`config.mk`:
```
export PLATFORM = sky130hd
export DESIGN_NAME = tx_fifo_flat
export DESIGN_NICKNAME = d
export VERILOG_FILES = /design/src/rtl/tx_fifo_pkg.sv /design/src/rtl/tx_fifo_if.sv /design/src/rtl/tx_fifo_mem.sv /design/src/rtl/tx_fifo.sv /design/src/flat_wrapper.sv
export SDC_FILE = /design/constraint.sdc
export NUM_CORES = 1
export LEC_CHECK = 0
export BUFFER_PORTS_ARGS = -buffer_cell sky130_fd_sc_hd__buf_2
export CAP_MARGIN = 40
export CELL_PAD_IN_SITES_DETAIL_PLACEMENT = 0
export CELL_PAD_IN_SITES_GLOBAL_PLACEMENT = 1
export CORE_AREA = 2 2 148 150
export CTS_BUF_LIST = sky130_fd_sc_hd__clkbuf_4 sky130_fd_sc_hd__clkbuf_8 sky130_fd_sc_hd__clkbuf_16
export CTS_CLUSTER_DIAMETER = 100
export DETAILED_ROUTE_END_ITERATION = 16
export DIE_AREA = 0 0 150 152
export PLACE_DENSITY = 0.57
export RECOVER_POWER = 50
export SETUP_SLACK_MARGIN = 0.4
export SLEW_MARGIN = 20
export SYNTH_ARGS = -nofsm -noshare
export SYNTH_HDL_FRONTEND = slang
export SYNTH_SLANG_ARGS = --single-unit
export TNS_END_PERCENT = 1
```
`constraint.sdc`:
```
create_clock -name clk -period 3 [get_ports clk]
set_clock_uncertainty 0.05 [all_clocks]
set_input_delay 0.45 -clock clk [delete_from_list [all_inputs] [get_ports clk]]
set_output_delay 0.45 -clock clk [all_outputs]
set_load 0.02 [all_outputs]
```
`src/rtl/tx_fifo_pkg.sv`:
```
// tx_fifo_pkg: shared types and constants for the UART transmit FIFO.
//   DEPTH_LOG2_DEF : default log2 of the FIFO depth
//   drain_st_e     : drain FSM states
package tx_fifo_pkg;

  localparam int DEPTH_LOG2_DEF = 4;

  typedef enum logic [2:0] {
    IDLE,
    LOAD,
    WAIT_BUSY,
    WAIT_DONE,
    WAIT_STOP
  } drain_st_e;

endpackage

```
`src/rtl/tx_fifo_if.sv`:
```
// tx_fifo_if: producer-side enqueue port plus transmitter-side pacing port.
//   wr_data/wr_en          : byte enqueue (producer -> fifo)
//   full/empty/count       : occupancy status (fifo -> producer)
//   tx_data/tx_wr_en       : byte + strobe to transmitter data_in/wr_en
//   tx_busy/tx_clk         : transmitter busy flag and baud tick
//   overflow               : sticky dropped-push flag, only with TX_FIFO_OVF_FLAG_EN
// Modports: master = producer/transmitter side, slave = tx_fifo.
interface tx_fifo_if
  import tx_fifo_pkg::*;
#(
  parameter int DEPTH_LOG2 = DEPTH_LOG2_DEF
);
  logic [7:0]          wr_data;
  logic                wr_en;
  logic                full;
  logic                empty;
  logic [DEPTH_LOG2:0] count;
  logic [7:0]          tx_data;
  logic                tx_wr_en;
  logic                tx_busy;
  logic                tx_clk;
`ifdef TX_FIFO_OVF_FLAG_EN
  logic                overflow;
`endif

  modport master (
    output wr_data, wr_en, tx_busy, tx_clk,
`ifdef TX_FIFO_OVF_FLAG_EN
    input  overflow,
`endif
    input  full, empty, count, tx_data, tx_wr_en
  );

  modport slave (
    input  wr_data, wr_en, tx_busy, tx_clk,
`ifdef TX_FIFO_OVF_FLAG_EN
    output overflow,
`endif
    output full, empty, count, tx_data, tx_wr_en
  );
endinterface

```
`src/rtl/tx_fifo_mem.sv`:
```
// tx_fifo_mem: circular byte store with read/write pointers and occupancy counter.
//   clk, rst    : clock, async active-high reset
//   push_i      : enqueue request (ignored while full)
//   pop_i       : dequeue request (ignored while empty)
//   wr_data_i   : byte to enqueue
//   rd_data_o   : byte at the read pointer (combinational)
//   full_o/empty_o/count_o : registered occupancy status
module tx_fifo_mem
  import tx_fifo_pkg::*;
#(
  parameter int DEPTH_LOG2 = DEPTH_LOG2_DEF
) (
  input  logic                clk,
  input  logic                rst,
  input  logic                push_i,
  input  logic                pop_i,
  input  logic [7:0]          wr_data_i,
  output logic [7:0]          rd_data_o,
  output logic                full_o,
  output logic                empty_o,
  output logic [DEPTH_LOG2:0] count_o
);
  localparam int DEPTH = 1 << DEPTH_LOG2;
  localparam logic [DEPTH_LOG2:0] FULL_CNT = (DEPTH_LOG2+1)'(DEPTH);

  logic [7:0]            mem_q [DEPTH];
  logic [DEPTH_LOG2-1:0] wr_ptr_q, rd_ptr_q;
  logic [DEPTH_LOG2:0]   count_q, count_d;
  logic                  full_q, empty_q;
  logic                  push_ok, pop_ok;

  // A push while full is dropped even if a pop happens in the same cycle.
  assign push_ok = push_i && !full_q;
  assign pop_ok  = pop_i && !empty_q;

  always_comb begin
    count_d = count_q;
    case ({push_ok, pop_ok})
      2'b10:   count_d = count_q + 1'b1;
      2'b01:   count_d = count_q - 1'b1;
      default: count_d = count_q;
    endcase
  end

  // full/empty are registered from count_d so they always agree with count.
  always_ff @(posedge clk or posedge rst) begin
    if (rst) begin
      wr_ptr_q <= '0;
      rd_ptr_q <= '0;
      count_q  <= '0;
      full_q   <= 1'b0;
      empty_q  <= 1'b1;
    end else begin
      if (push_ok) wr_ptr_q <= wr_ptr_q + 1'b1;
      if (pop_ok)  rd_ptr_q <= rd_ptr_q + 1'b1;
      count_q <= count_d;
      full_q  <= (count_d == FULL_CNT);
      empty_q <= (count_d == '0);
    end
  end

  // Storage needs no reset: contents are only reachable through the pointers.
  always_ff @(posedge clk) begin
    if (push_ok) mem_q[wr_ptr_q] <= wr_data_i;
  end

  assign rd_data_o = mem_q[rd_ptr_q];
  assign full_o    = full_q;
  assign empty_o   = empty_q;
  assign count_o   = count_q;
endmodule

```
`src/rtl/tx_fifo.sv`:
```
// tx_fifo: byte FIFO that drains into a UART transmitter, paced on tx_busy/tx_clk
// so a byte is only offered while the transmitter is idle.
//   clk, rst : clock, async active-high reset
//   bus      : tx_fifo_if.slave (enqueue port, status, transmitter port)
// Optional: define TX_FIFO_OVF_FLAG_EN to add the sticky bus.overflow output.
module tx_fifo
  import tx_fifo_pkg::*;
#(
  parameter int DEPTH_LOG2 = DEPTH_LOG2_DEF
) (
  input  logic      clk,
  input  logic      rst,
  tx_fifo_if.slave  bus
);
  drain_st_e           state_q, state_d;
  logic                pop;
  logic [7:0]          rd_data;
  logic [7:0]          tx_data_q, tx_data_d;
  logic                tx_wr_en_q, tx_wr_en_d;
  logic                full_w, empty_w;
  logic [DEPTH_LOG2:0] count_w;

  tx_fifo_mem #(.DEPTH_LOG2(DEPTH_LOG2)) u_mem (
    .clk       (clk),
    .rst       (rst),
    .push_i    (bus.wr_en),
    .pop_i     (pop),
    .wr_data_i (bus.wr_data),
    .rd_data_o (rd_data),
    .full_o    (full_w),
    .empty_o   (empty_w),
    .count_o   (count_w)
  );

  // WAIT_DONE/WAIT_STOP track the transmitter through stop->idle, which it
  // only leaves on a tx_clk tick; the next strobe follows that tick.
  always_comb begin
    state_d    = state_q;
    pop        = 1'b0;
    tx_wr_en_d = 1'b0;
    tx_data_d  = tx_data_q;
    case (state_q)
      IDLE: if (!empty_w) begin
        pop        = 1'b1;
        tx_wr_en_d = 1'b1;
        tx_data_d  = rd_data;
        state_d    = LOAD;
      end
      LOAD:      state_d = WAIT_BUSY;
      WAIT_BUSY: if (bus.tx_busy)  state_d = WAIT_DONE;
      WAIT_DONE: if (!bus.tx_busy) state_d = WAIT_STOP;
      WAIT_STOP: if (bus.tx_clk)   state_d = IDLE;
      default:   state_d = WAIT_DONE;
    endcase
  end

  // Reset lands in WAIT_DONE: the transmitter is not reset and may still be
  // mid-frame, so wait for it to reach idle before offering anything.
  always_ff @(posedge clk or posedge rst) begin
    if (rst) begin
      state_q    <= WAIT_DONE;
      tx_wr_en_q <= 1'b0;
      tx_data_q  <= 8'h00;
    end else begin
      state_q    <= state_d;
      tx_wr_en_q <= tx_wr_en_d;
      tx_data_q  <= tx_data_d;
    end
  end

`ifdef TX_FIFO_OVF_FLAG_EN
  logic ovf_q;
  always_ff @(posedge clk or posedge rst) begin
    if (rst)                        ovf_q <= 1'b0;
    else if (bus.wr_en && full_w)   ovf_q <= 1'b1;
  end
  assign bus.overflow = ovf_q;
`endif

  assign bus.tx_data  = tx_data_q;
  assign bus.tx_wr_en = tx_wr_en_q;
  assign bus.full     = full_w;
  assign bus.empty    = empty_w;
  assign bus.count    = count_w;
endmodule

```
`src/flat_wrapper.sv`:
```
// flat-port wrapper written by rule: the top's interface ports become plain ports
module tx_fifo_flat import tx_fifo_pkg::*;
#(
  parameter int DEPTH_LOG2 = DEPTH_LOG2_DEF
)
  (clk, rst, bus_wr_data, bus_wr_en, bus_tx_busy, bus_tx_clk, bus_full, bus_empty, bus_count, bus_tx_data, bus_tx_wr_en);
  tx_fifo_if #(.DEPTH_LOG2(DEPTH_LOG2)) bus_i ();
  input  logic clk;
  input  logic rst;
  input wire logic [$bits(bus_i.wr_data)-1:0] bus_wr_data;
  input wire logic [$bits(bus_i.wr_en)-1:0] bus_wr_en;
  input wire logic [$bits(bus_i.tx_busy)-1:0] bus_tx_busy;
  input wire logic [$bits(bus_i.tx_clk)-1:0] bus_tx_clk;
  output wire logic [$bits(bus_i.full)-1:0] bus_full;
  output wire logic [$bits(bus_i.empty)-1:0] bus_empty;
  output wire logic [$bits(bus_i.count)-1:0] bus_count;
  output wire logic [$bits(bus_i.tx_data)-1:0] bus_tx_data;
  output wire logic [$bits(bus_i.tx_wr_en)-1:0] bus_tx_wr_en;
  assign bus_i.wr_data = bus_wr_data;
  assign bus_i.wr_en = bus_wr_en;
  assign bus_i.tx_busy = bus_tx_busy;
  assign bus_i.tx_clk = bus_tx_clk;
  assign bus_full = bus_i.full;
  assign bus_empty = bus_i.empty;
  assign bus_count = bus_i.count;
  assign bus_tx_data = bus_i.tx_data;
  assign bus_tx_wr_en = bus_i.tx_wr_en;
  tx_fifo #(.DEPTH_LOG2(DEPTH_LOG2)) u_core (.clk(clk), .rst(rst), .bus(bus_i));
endmodule
```
# Yosys cells after proc, flatten, opt, wreduce, memory -nomap -nowiden
# Memories as Yosys holds them, arrays and structs flattened. A register that Yosys moved wholly into a read port is not among the register bits.
# Cells that the tools add are included.
# word_totals
register_bits	19
ram_bits	128
out_inout_bits	16
wordCells	42
memories	1
# op_classes
n_addsub	4
n_eq_ne	11
mux	10
n_bitwise	1
reduce_logical	8
# mem_list
memory	depth	word_bits	read_ports	rd_ports_with_merged_regs	write_ports	line	source
u_core.u_mem.mem_q	16	8	1	1	1	tx_fifo_mem.sv:26	logic [7:0] mem_q [DEPTH];
# ops
cell	count
case mux 3 bit (5 select lines)	1
2-to-1 mux 3 bit	4
case mux 5 bit (2 select lines)	1
adder 4 x 1 -> 4 bit (second input constant)	2
!= test 2 bit (second input constant)	4
equality test 3 x 2 -> 1 bit (second input constant)	2
adder 5 x 1 -> 5 bit (second input constant)	1
equality test 5 bit (second input constant)	1
logical NOT 5 bit	1
subtractor 5 x 1 -> 5 bit (second input constant)	1
2-to-1 mux 1 bit	4
AND reduction 4 bit	1
equality test 3 x 1 -> 1 bit (second input constant)	1
equality test 3 bit (second input constant)	1
logical NOT 3 bit	1
equality test 2 x 1 -> 1 bit (second input constant)	1
equality test 2 bit (second input constant)	1
logical AND 1 bit	2
logical NOT 1 bit	2
AND reduction 2 bit	1
inverter 1 bit	1

# Longest topological paths before layout
# depth
ltp_word	6
depth_mapped	13
ltp_nobuf	12

# Modules after synthesis
# From an unflattened synthesis, not the netlist that was laid out.
# unflattened
cells_unflattened	309
hier_area_um2	6252.2
# by_module_without_submodules
module	instances	cells_each	area_per_inst_um2	seq_area_each_um2
tx_fifo_mem	1	281	5785.5	4220.3
tx_fifo	1	28	466.7	302.8

# Worst setup path before layout
# Ideal clock, no wire load.
# synth_path
path_type	register -> register
startpoint	register u_core.state_q[0]
endpoint	register u_core.u_mem.empty_q, in the netlist u_core.u_mem.empty_o
setup_time_ns	0.064
arrival_time_ns	2.436
t_required_ns	2.886
path_slack_ns	0.450
path_stages_with_launch	14
synth_period_minus_slack_ns	2.550
cell_sequence	dfstp_2 or4_4 buf_6 clkinv_2 nand2_2 xnor2_1 ha_1 nor3_1 o31ai_4 a21oi_2 or3_1 nand4_2 inv_2 nor2_2
# synth_between
elab_chain_len	6
# synth_lines
item	line	source
start, declared	tx_fifo.sv:15	drain_st_e state_q, state_d;
start signal, assigned	tx_fifo.sv:65	state_q <= state_d;
logical NOT 3 bit *	tx_fifo.sv:42	case (state_q)
2-to-1 mux 1 bit *	tx_fifo.sv:42	
via u_core.pop	tx_fifo.sv:16	logic pop;
logical AND 1 bit *	tx_fifo_mem.sv:34	assign pop_ok = pop_i && !empty_q;
equality test 2 x 1 -> 1 bit or equality test 2 bit (tied branches)	tx_fifo_mem.sv:38	case ({push_ok, pop_ok})
case mux 5 bit (2 select lines) *	tx_fifo_mem.sv:38	
via u_core.u_mem.count_d[4]	tx_fifo_mem.sv:28	logic [DEPTH_LOG2:0] count_q, count_d;
logical NOT 5 bit *	tx_fifo_mem.sv:58	empty_q <= (count_d == '0);
end signal, assigned	tx_fifo_mem.sv:58	
end, declared	tx_fifo_mem.sv:29	logic full_q, empty_q;
# The timed path passes the listed nets; every way through them passes the cells marked *.
# A chain may end at the register's enable or synchronous reset.

# Worst setup path in the final report
# layout_path
startpoint	register u_core.state_q[1]
endpoint	register u_core.u_mem.empty_q, in the netlist u_core.u_mem.empty_o
# Same word-level chain as after synthesis.

==> run summary <==
• **status** finished, final reports clean
• **RR Endpoint** u_core.u_mem.empty_o$_DFF_PP1_
• **number of storage elements in the synthesis netlist** 155
• **yosys warns** 0
• **final setup violation count** 0
• **Std-Cell Core Area** 21400 µm²
• **max capacitance violation total** 0
• **cell area after synthesis** 6260 µm²
• **biggest area consumer among synthesized cells** edfxtp_1
• **drt pass-1 iters** 4
• **biggest area contributors in the synthesized netlist** edfxtp_1, mux4_2, dfrtp_1
• **setup slack, reg-to-reg** 0.36 ns
• **antenna diode instance count** 0
• **average routed wire per standard cell** 18.2 µm
• **xor/xnor share of the synthesized area** 0.0166
• **prevailing post-synth register cell** edfxtp_1
• **Most Crowded Layer GR** met2
• **Layout Area Growth over Synthesis** 18.8%
• **detailed router's first-iteration violation count** 167
• **Crit. End Element** register
• **vertical die dimension** 152 µm
• **Initial Util** 0.293
• **startpoint of the most critical register-to-register path** u_core.state_q[1]$_DFFE_PP1P_
• **final HPWL from detailed placement** 7860 µm
• **latest clock arrival within the worst-skew pair** 0.42 ns
• **Die X** 150 µm
• **setup_tns** 0 ns
• **number of distinct library cells after synthesis** 44
• **via count** 3097
• **critical path required time** 3.31 ns
• **floorplan row count** 54
• **Final period util** 0.879
• **largest net degree at the start of global routing** 35
• **Power Internal** 4.84 mW
• **total count of max-transition violations in the final report** 0
• **Overall Global Routing Usage** 0.114
• **post-synthesis compound-gate area fraction** 0.0300
• **DRC** 0
• **arithmetic-cell share of the synthesized area counting full adders, half adders and majority gates** 0.0140
• **most frequent standard cell in the layout excluding fill and tap cells** edfxtp_1
• **TritonCTS clock tree** built
• **antenna violations before repair** 1
• **clock-pin slew on the worst setup and hold paths** 0.06 ns
• **Synth Area in Simple Gates** 0.0572
• **fraction of power spent switching nets** 0.303
• **per-instance average area after synthesis** 18.4 µm²
• **power per unit of standard cell area** 935 nW/µm²
• **number of input and output port buffers inserted** 28
• **min cycle time layout** 2.64 ns
• **crit path capture** u_core.u_mem.empty_o$_DFF_PP1_
• **proportion of netlist area held by the largest area contributor** 0.614
• **Static Leakage** 2.49 nW
• **R2R cell count** 12
• **class of the most critical setup path** register to register
• **Comb pwr share** 0.269
• **Startpoint Class** register
• **maximum clock frequency** 379 MHz
• **fraction of final layout cells sized beyond drive strength 1** 0.284
• **register share of total power** 0.431
• **floorplan die area** 22800 µm²
• **hold crit path type** input pin to register
• **clock buffers created by TritonCTS** 17
• **clock buffer depth** 2
• **number of enable flip-flop cells after synthesis** 128
• **setup repair after global routing missed its margin** true
• **top library cells by usage in the layout, fill and taps aside** edfxtp_1, mux4_2, dfrtp_1
• **Max IR drop VDD** 0.377 mV
• **Max FO, Critical Path** 5
• **Hold Violations, Final** 0
• **remaining number of nets flagged by the antenna check after routing** 0
• **number of sinks driven by the clock tree** 155
• **Net Count, Synth** 360
• **Clk network pwr share** 0.300
• **clock root buffer** clkbuf_16
• **layout net count** 405
• **vias per cell** 4.57
• **gp weighted congestion** 0.721
• **I/O Pins** 29
• **Worst Max-Slew Pin Slew** 1.08 ns
• **reported net switching power** 2.11 mW
• **final-layout worst hold slack** 0.161 ns
• **synthesized instance count** 340
• **Arrival @ worst endpoint** 2.95 ns
• **FFs w/ async S/R, synth** 0.174
• **GR Overflow Total** 0
• **Rel. slew slack** 0.280
• **wire length of the first global-routing pass** 18600 µm
• **met2 track utilization from global routing** 0.188
• **aggregate routed wire length** 12300 µm
• **crit path launch** u_core.state_q[1]$_DFFE_PP1P_
• **# fillers** 2066
• **sequential element share of the synthesized area** 0.723
• **fraction of met1 tracks used by global routing** 0.141
• **GR met3 Demand/Resource** 0.0381
• **via count of the first global-routing pass** 3244
• **number of H-tree branching levels** 4
• **main combinational cell family by area after synthesis** multiplexers
• **multiplexer area fraction after synthesis** 0.143
[layout make-up]
cell class              count  area, µm²  share of cell area
flip-flops and latches    155       4520               0.609
multi-input cells         161       1710               0.230
repair buffers             42        226              0.0305
well taps                 280        350              0.0471
clock buffers              19        440              0.0592
inverters                   8       37.5             0.00505
clock inverters            13        141              0.0190
[per-stage QoR]
stage | util | cell area (µm²) | setup slack [ns] | power [mW] | cells
CTS | 0.344 | 7350 | 0.401 | 6.91 | 672
floorplan | - | 6260 | 0.450 | 4.26 | 340
finish | 0.348 | 7430 | 0.363 | 6.95 | 678
global placement | 0.315 | 6720 | 0.464 | 4.76 | 638
global route | 0.348 | 7430 | 0.269 | 7.32 | 678
detailed placement | 0.316 | 6750 | 0.372 | 4.80 | 639
[routing by layer]
layer	up-vias	wire (µm)
li1	1416	-
met1	1604	5250
met2	56	6340
met3	19	526
met4	2	214
met5	-	11
[worst min path at each step]
stage                                   from  slack, ns  cells after the start                             to
3_3_place_gp   u_core.state_q[0]$_DFFE_PP1P_       0.44                      2  u_core.state_q[0]$_DFFE_PP1P_
5_1_grt                           bus_tx_clk       0.16                      2  u_core.state_q[2]$_DFFE_PP0P_
6_report                          bus_tx_clk       0.16                      2  u_core.state_q[2]$_DFFE_PP0P_
2_1_floorplan  u_core.state_q[0]$_DFFE_PP1P_       0.43                      2  u_core.state_q[0]$_DFFE_PP1P_
4_1_cts                           bus_tx_clk       0.14                      2  u_core.state_q[2]$_DFFE_PP0P_
3_5_place_dp                             rst       0.42                      2  u_core.u_mem.full_o$_DFF_PP0_
[registers in the layout (all words and copies together) (netlist names)]
name,count
u_core.u_mem.full_o,1
u_core.bus.tx_data,8
u_core.u_mem.rd_ptr_q,4
u_core.u_mem.count_o,5
u_core.u_mem.mem_q,128
u_core.bus.tx_wr_en,1
u_core.u_mem.wr_ptr_q,4
u_core.u_mem.empty_o,1
u_core.state_q,3
[synth_stat cells (all sizes together) (4+ instances only)]
| master | number |
|---|---|
| a21oi | 12 |
| and2 | 16 |
| buf | 7 |
| clkbuf | 9 |
| dfrtp | 24 |
| edfxtp | 128 |
| ha | 7 |
| inv | 7 |
| mux2i | 16 |
| mux4 | 32 |
| nand2 | 12 |
| nand4 | 4 |
| nor2 | 13 |
| nor3b | 4 |
| o21ai | 11 |
| xnor2 | 9 |
[worst max-delay path: stages, from the launching register on]
cell and delay [ns]:
dfstp_2 0.38, or4_1 0.63, inv_8 0.12, nand2_8 0.06, xnor2_4 0.18, ha_4 0.18
nor3_4 0.05, o31ai_4 0.24, a21oi_2 0.09, or3_4 0.40, nand4_4 0.08, inv_2 0.05
nor2_2 0.07
[timing repair]
action                                  in CTS  in global routing
buffers inserted                             0                  6
hold buffers                                 1                  0
resized for setup                            2                 13
pin swaps                                    0                  7
endpoints found under the setup margin       1                  3
endpoints found under the hold margin        7                  0
[cell families after synthesis]
family                   count (synthesis)
AO/OA/AOI/OAI                           30
multiplexers                            49
AND/OR/NAND/NOR                         64
flip-flops                             155
adder cells (fa/ha/maj)                  7
buffers and inverters                   24
XOR/XNOR                                11
[power by group through the flow]
stage          Clock [mW]  Sequential (mW)  Combinational [mW]
2_1_floorplan           0             2.97                1.28
3_3_place_gp            0             3.02                1.74
3_5_place_dp            0             3.04                1.77
4_1_cts              2.13             2.99                1.78
5_1_grt              2.21             3.05                2.06
6_report             2.09             2.99                1.87
(Power assumes the default switching activity.)
